<file path="src/rtl/sad_min_tracker.sv">
// Minimum-SAD tracker: walks a raster search window, keeps the smallest Sum and its (X, Y).
// Optional macro SAD_TIE_LAST_EN: on equal sums keep the latest raster position instead of the earliest.
module sad_min_tracker #(
    parameter int COORD_W = 8
) (
    input  logic                   Clk,
    input  logic                   Reset,
    input  logic                   Start,
    input  logic [COORD_W-1:0]     WinCols,
    input  logic [COORD_W-1:0]     WinRows,
    input  logic                   SumValid,
    input  logic [31:0]            Sum,
    output logic [31:0]            MinSum,
    output logic [COORD_W-1:0]     MinX,
    output logic [COORD_W-1:0]     MinY,
    output logic                   MinValid,
    output logic                   Busy,
    output logic                   Done,
    output logic [2*COORD_W-1:0]   SampleCount
);

    typedef enum logic [1:0] {IDLE, SEARCH, DONE} state_t;

    localparam logic [COORD_W-1:0]   COORD_ONE = COORD_W'(1);
    localparam logic [2*COORD_W-1:0] CNT_ONE   = (2*COORD_W)'(1);

    state_t               state_q, state_d;
    logic [COORD_W-1:0]   cols_q, cols_d;
    logic [COORD_W-1:0]   rows_q, rows_d;
    logic [COORD_W-1:0]   x_q, x_d;
    logic [COORD_W-1:0]   y_q, y_d;
    logic [COORD_W-1:0]   min_x_q, min_x_d;
    logic [COORD_W-1:0]   min_y_q, min_y_d;
    logic [31:0]          min_sum_q, min_sum_d;
    logic                 min_valid_q, min_valid_d;
    logic                 done_q, done_d;
    logic [2*COORD_W-1:0] cnt_q, cnt_d;

    logic better;
    logic last_col;
    logic last_row;

    // The first sample of a search always wins, whatever its value.
`ifdef SAD_TIE_LAST_EN
    assign better = !min_valid_q || (Sum <= min_sum_q);
`else
    assign better = !min_valid_q || (Sum < min_sum_q);
`endif

    assign last_col = (x_q == (cols_q - COORD_ONE));
    assign last_row = (y_q == (rows_q - COORD_ONE));

    always_comb begin
        state_d     = state_q;
        cols_d      = cols_q;
        rows_d      = rows_q;
        x_d         = x_q;
        y_d         = y_q;
        min_x_d     = min_x_q;
        min_y_d     = min_y_q;
        min_sum_d   = min_sum_q;
        min_valid_d = min_valid_q;
        cnt_d       = cnt_q;
        done_d      = 1'b0;

        if (Start) begin
            cols_d      = WinCols;
            rows_d      = WinRows;
            x_d         = '0;
            y_d         = '0;
            cnt_d       = '0;
            min_sum_d   = '1;
            min_x_d     = '0;
            min_y_d     = '0;
            min_valid_d = 1'b0;
            if ((WinCols == '0) || (WinRows == '0)) begin
                state_d = DONE;
                done_d  = 1'b1;
            end else begin
                state_d = SEARCH;
            end
        end else if ((state_q == SEARCH) && SumValid) begin
            if (better) begin
                min_sum_d   = Sum;
                min_x_d     = x_q;
                min_y_d     = y_q;
                min_valid_d = 1'b1;
            end
            cnt_d = cnt_q + CNT_ONE;
            if (last_col) begin
                x_d = '0;
                y_d = y_q + COORD_ONE;
            end else begin
                x_d = x_q + COORD_ONE;
            end
            if (last_col && last_row) begin
                state_d = DONE;
                done_d  = 1'b1;
            end
        end
    end

    always_ff @(posedge Clk or posedge Reset) begin
        if (Reset) begin
            state_q     <= IDLE;
            cols_q      <= '0;
            rows_q      <= '0;
            x_q         <= '0;
            y_q         <= '0;
            min_x_q     <= '0;
            min_y_q     <= '0;
            min_sum_q   <= '1;
            min_valid_q <= 1'b0;
            cnt_q       <= '0;
            done_q      <= 1'b0;
        end else begin
            state_q     <= state_d;
            cols_q      <= cols_d;
            rows_q      <= rows_d;
            x_q         <= x_d;
            y_q         <= y_d;
            min_x_q     <= min_x_d;
            min_y_q     <= min_y_d;
            min_sum_q   <= min_sum_d;
            min_valid_q <= min_valid_d;
            cnt_q       <= cnt_d;
            done_q      <= done_d;
        end
    end

    assign MinSum      = min_sum_q;
    assign MinX        = min_x_q;
    assign MinY        = min_y_q;
    assign MinValid    = min_valid_q;
    assign Busy        = (state_q == SEARCH);
    assign Done        = done_q;
    assign SampleCount = cnt_q;

endmodule

</file>
<file path="config.mk">
export PLATFORM = sky130hd
export DESIGN_NAME = sad_min_tracker
export DESIGN_NICKNAME = d
export VERILOG_FILES = /design/src/rtl/sad_min_tracker.sv
export SDC_FILE = /design/constraint.sdc
export NUM_CORES = 1
export LEC_CHECK = 0
export BUFFER_PORTS_ARGS = -buffer_cell sky130_fd_sc_hd__buf_2
export CAP_MARGIN = 20
export CORE_ASPECT_RATIO = 1.75
export CORE_MARGIN = 8
export CORE_UTILIZATION = 55
export DETAILED_ROUTE_END_ITERATION = 10
export PLACE_DENSITY = 0.8
export RECOVER_POWER = 50
export SETUP_SLACK_MARGIN = 0.1
export SLEW_MARGIN = 20
export SYNTH_ARGS = -nofsm -noshare
export SYNTH_HDL_FRONTEND = slang
export SYNTH_SLANG_ARGS = --single-unit
export TNS_END_PERCENT = 50
</file>
<file path="constraint.sdc">
create_clock -name Clk -period 4.3 [get_ports Clk]
set_input_delay 0.86 -clock Clk [delete_from_list [all_inputs] [get_ports Clk]]
set_output_delay 0.86 -clock Clk [all_outputs]
set_load 0.02 [all_outputs]
</file>
==> results by group <==
Worst hold path
  • Worst hold stages: 1
  • Worst min path class: register to register

CTS
  • Skew-Pair Late Insertion Delay: 0.34 ns
  • Clk buf depth: 2
  • CTS Buf Count: 9
  • Clock Tree Root: clkbuf_16
  • H-tree depth: 3
  • Setup bufs post-CTS: 0
  • TritonCTS clock tree: yes
  • CTS Hold Bufs: 0
  • Clock transition at the registers of the reported paths: 0.07 ns
  • # resized after CTS: 0
  • Clock net sink count: 100

Worst setup path
  • Worst-path fanout max: 32
  • Critical Path Source Type: input pin
  • CP Capture Type: register
  • R2R cell count: 10
  • Critical path class: input pin to register
  • WP data required: 4.55 ns
  • Arr. time, crit path: 3.30 ns

Pwr
  • Total power: 2.385 mW
  • IR drop worst, VDD: 259.2 uV
  • Reg power frac: 0.447
  • Leakage: 3.225 nW
  • Switching Share: 0.2934
  • Combinational share of power: 0.207
  • PD cells: 353.8 mW/mm^2
  • Net Sw Power: 0.6998 mW
  • Clock share of power: 0.346
  • Int Pwr: 1.686 mW

Timing
  • Slew margin rel.: -0.2062
  • Final slew viol count: 42
  • Fin crit period: 3.056 ns
  • Final Cycle Share: 0.7107
  • Worst setup margin: 1.244 ns
  • Fmax: 0.3272 GHz
  • Setup TNS: 0 ns
  • Unrepaired setup endpoints after global routing: false
  • Setup Viol. Count Final: 0
  • Slew of the pin with the lowest slew margin: 1.799 ns
  • Fin. Hold Viols: 0
  • Layout Skew: 0.009146 ns
  • Hold WS: 0.5061 ns

Placement
  • Placed cell area: 0.006464 mm^2
  • Pre-CTS setup slack: 0.9103 ns
  • # placed instances: 810
  • Final HPWL DP: 10790 um
  • IO buf count: 118
  • Final RePlAce weighted congestion: 0.8821

Layout
  • ANT cells: 0
  • Nets: 782
  • Layout Cells excl Fill: 826
  • Synth-to-Final Area Change: 17.87%
  • Utilization of the core after routing: 0.6625
  • Fill cells: 812
  • Share of cells above drive strength 1: 0.2747
  • Final instance area: 0.006743 mm^2

Global routing
  • Global-route wire length before repair: 24160 um
  • Gr usage total: 0.2116
  • Antenna violations before repair: 0
  • Vias in the first global route: 5163
  • Grt ovf: 0
  • Largest net degree at the start of global routing: 61

Synth
  • Synth Warn #: 0
  • Synth Area per Inst: 9.795 um^2
  • Net count after synthesis: 672
  • Sequential area share after synthesis: 0.4444
  • Top FF cell, synth: dfrtp_1
  • Post-synth EDFFs: 0
  • Synthesized flop and latch total: 100
  • Post-Syn Area: 0.005720 mm^2
  • Netlist cell types: 53
  • Post-synthesis async set-or-reset flop share: 1.000
  • Synth Instances: 584

Die
  • CORE AREA: 0.01018 mm^2
  • DIE AREA: 0.01405 mm^2
  • Starting Density: 0.5621
  • IO Pins: 119
  • Die Ht: 150.9 um
  • # rows: 49
  • Die width: 93.10 um

Detailed routing
  • Via density: 5.977
  • Antenna violation net count after detailed routing: 0
  • Avg WL per Cell: 17.68 um
  • Residual DRC: 0
  • DRT Pass-1 Iters: 5
  • Routed via count: 4937
  • WL final: 14600 um
  • Initial drt markers: 222

Outcome
  • Failing checks: capacitance limit, slew limit
  • Status: finished with violations

Run
  • Max-cap viol count: 1
-- power groups by stage --
stage	clock network, mW	registers (mW)	logic [mW]
3_3_place_gp	0	1.08	0.476
4_1_cts	0.843	1.07	0.499
2_1_floorplan	0	1.12	0.286
3_5_place_dp	0	1.08	0.494
6_report	0.825	1.07	0.494
5_1_grt	0.878	1.07	0.547
-- cells in the mapped netlist (all sizes together) (5+ instances only) --
| master | instances | area share |
|---|---|---|
| a21o | 5 | 0.0066 |
| a21oi | 26 | 0.023 |
| and3 | 7 | 0.0077 |
| clkbuf | 27 | 0.018 |
| dfrtp | 68 | 0.30 |
| dfstp | 32 | 0.15 |
| ha | 36 | 0.079 |
| inv | 38 | 0.025 |
| mux2 | 12 | 0.024 |
| mux2i | 19 | 0.033 |
| nand2 | 56 | 0.037 |
| nand3 | 18 | 0.017 |
| nand4 | 18 | 0.020 |
| nor2 | 35 | 0.023 |
| nor3 | 9 | 0.0079 |
| o211ai | 65 | 0.085 |
| o21ai | 18 | 0.016 |
| o31ai | 5 | 0.0074 |
| or3 | 5 | 0.0063 |
| or4 | 6 | 0.0085 |
| xnor2 | 10 | 0.015 |
| xor2 | 25 | 0.038 |
-- worst max-delay path, cell delays in order --
cell       delay, ns
buf_2           0.11
ha_1            0.30
a21o_1          0.13
nand3_1         0.10
a2111oi_0       0.71
o41ai_4         0.18
buf_4           0.28
o21a_1          0.14
buf_4           0.24
o211ai_1        0.24
-- registers in the layout, indices dropped and copies added, names as in the netlist --
register     flops
MinSum          32
SampleCount     16
MinX             8
MinY             8
cols_q           8
rows_q           8
x_q              8
y_q              8
state_q          2
Done             1
MinValid         1
-- layout by cell type (no fill, tap or decap), types with 5 or more instances in the layout --
cell       Yosys  routed
nand3_1       17      17
clkbuf_1      27      14
buf_4          0       7
mux2i_1       19      19
nor2_1        34      34
nand2_1       56      56
ha_1          36      36
o21ai_0       16      16
clkbuf_16      0       9
or4_1          5       5
a21o_1         5       5
xnor2_1       10      10
buf_2          2     107
nor3_1         9       9
xor2_1        25      25
dfstp_2       32      32
and3_1         7       7
a21oi_1       26      26
mux2_2        12      12
inv_1         38      37
nand4_1       18      18
o211ai_1      65      65
dfrtp_1       68      68
-- metal layers --
layer | share of wire | vias up | track usage
met5 | 0 | - | 0
met4 | 0.025 | 0 | 0.09408
met3 | 0.061 | 29 | 0.04615
met2 | 0.53 | 177 | 0.3840
met1 | 0.39 | 2385 | 0.2276
li1 | - | 2346 | -
-- worst paths after layout --
path                            start             end  slack [ns]
setup / recovery              Sum[17]       MinSum[6]        1.24
hold / removal             state_q[0]      state_q[0]        0.51
setup reg to reg           MinSum[17]       MinSum[6]        1.28
hold reg to reg            state_q[0]      state_q[0]        0.51
max in group asynchronous       Reset         MinX[1]        1.47
min in group asynchronous       Reset  SampleCount[4]        0.95
-- cells by family (layout without fill, tap and decap cells) --
kind of cell | count (synthesis) | count (layout) | synth area share
XOR/XNOR | 35 | 35 | 0.05359
AND/OR/NAND/NOR | 179 | 179 | 0.1594
multiplexers | 31 | 31 | 0.05687
buffers and inverters | 68 | 183 | 0.04506
AO/OA/AOI/OAI | 135 | 135 | 0.1619
flip-flops | 100 | 100 | 0.4444
adder cells (fa/ha/maj) | 36 | 36 | 0.07874
-- layout make-up --
type,count,area (um^2),area share
Inverter,39,147.6,0.02190
Tap cell,127,158.9,0.02357
Timing Repair Buffer,128,641.9,0.09519
Clock inverter,4,47.55,0.007051
Multi-Input combinational cell,416,2948,0.4372
Clock buffer,12,256.5,0.03804
Sequential cell,100,2542,0.3771
Power figures use the tool's default switching activity.
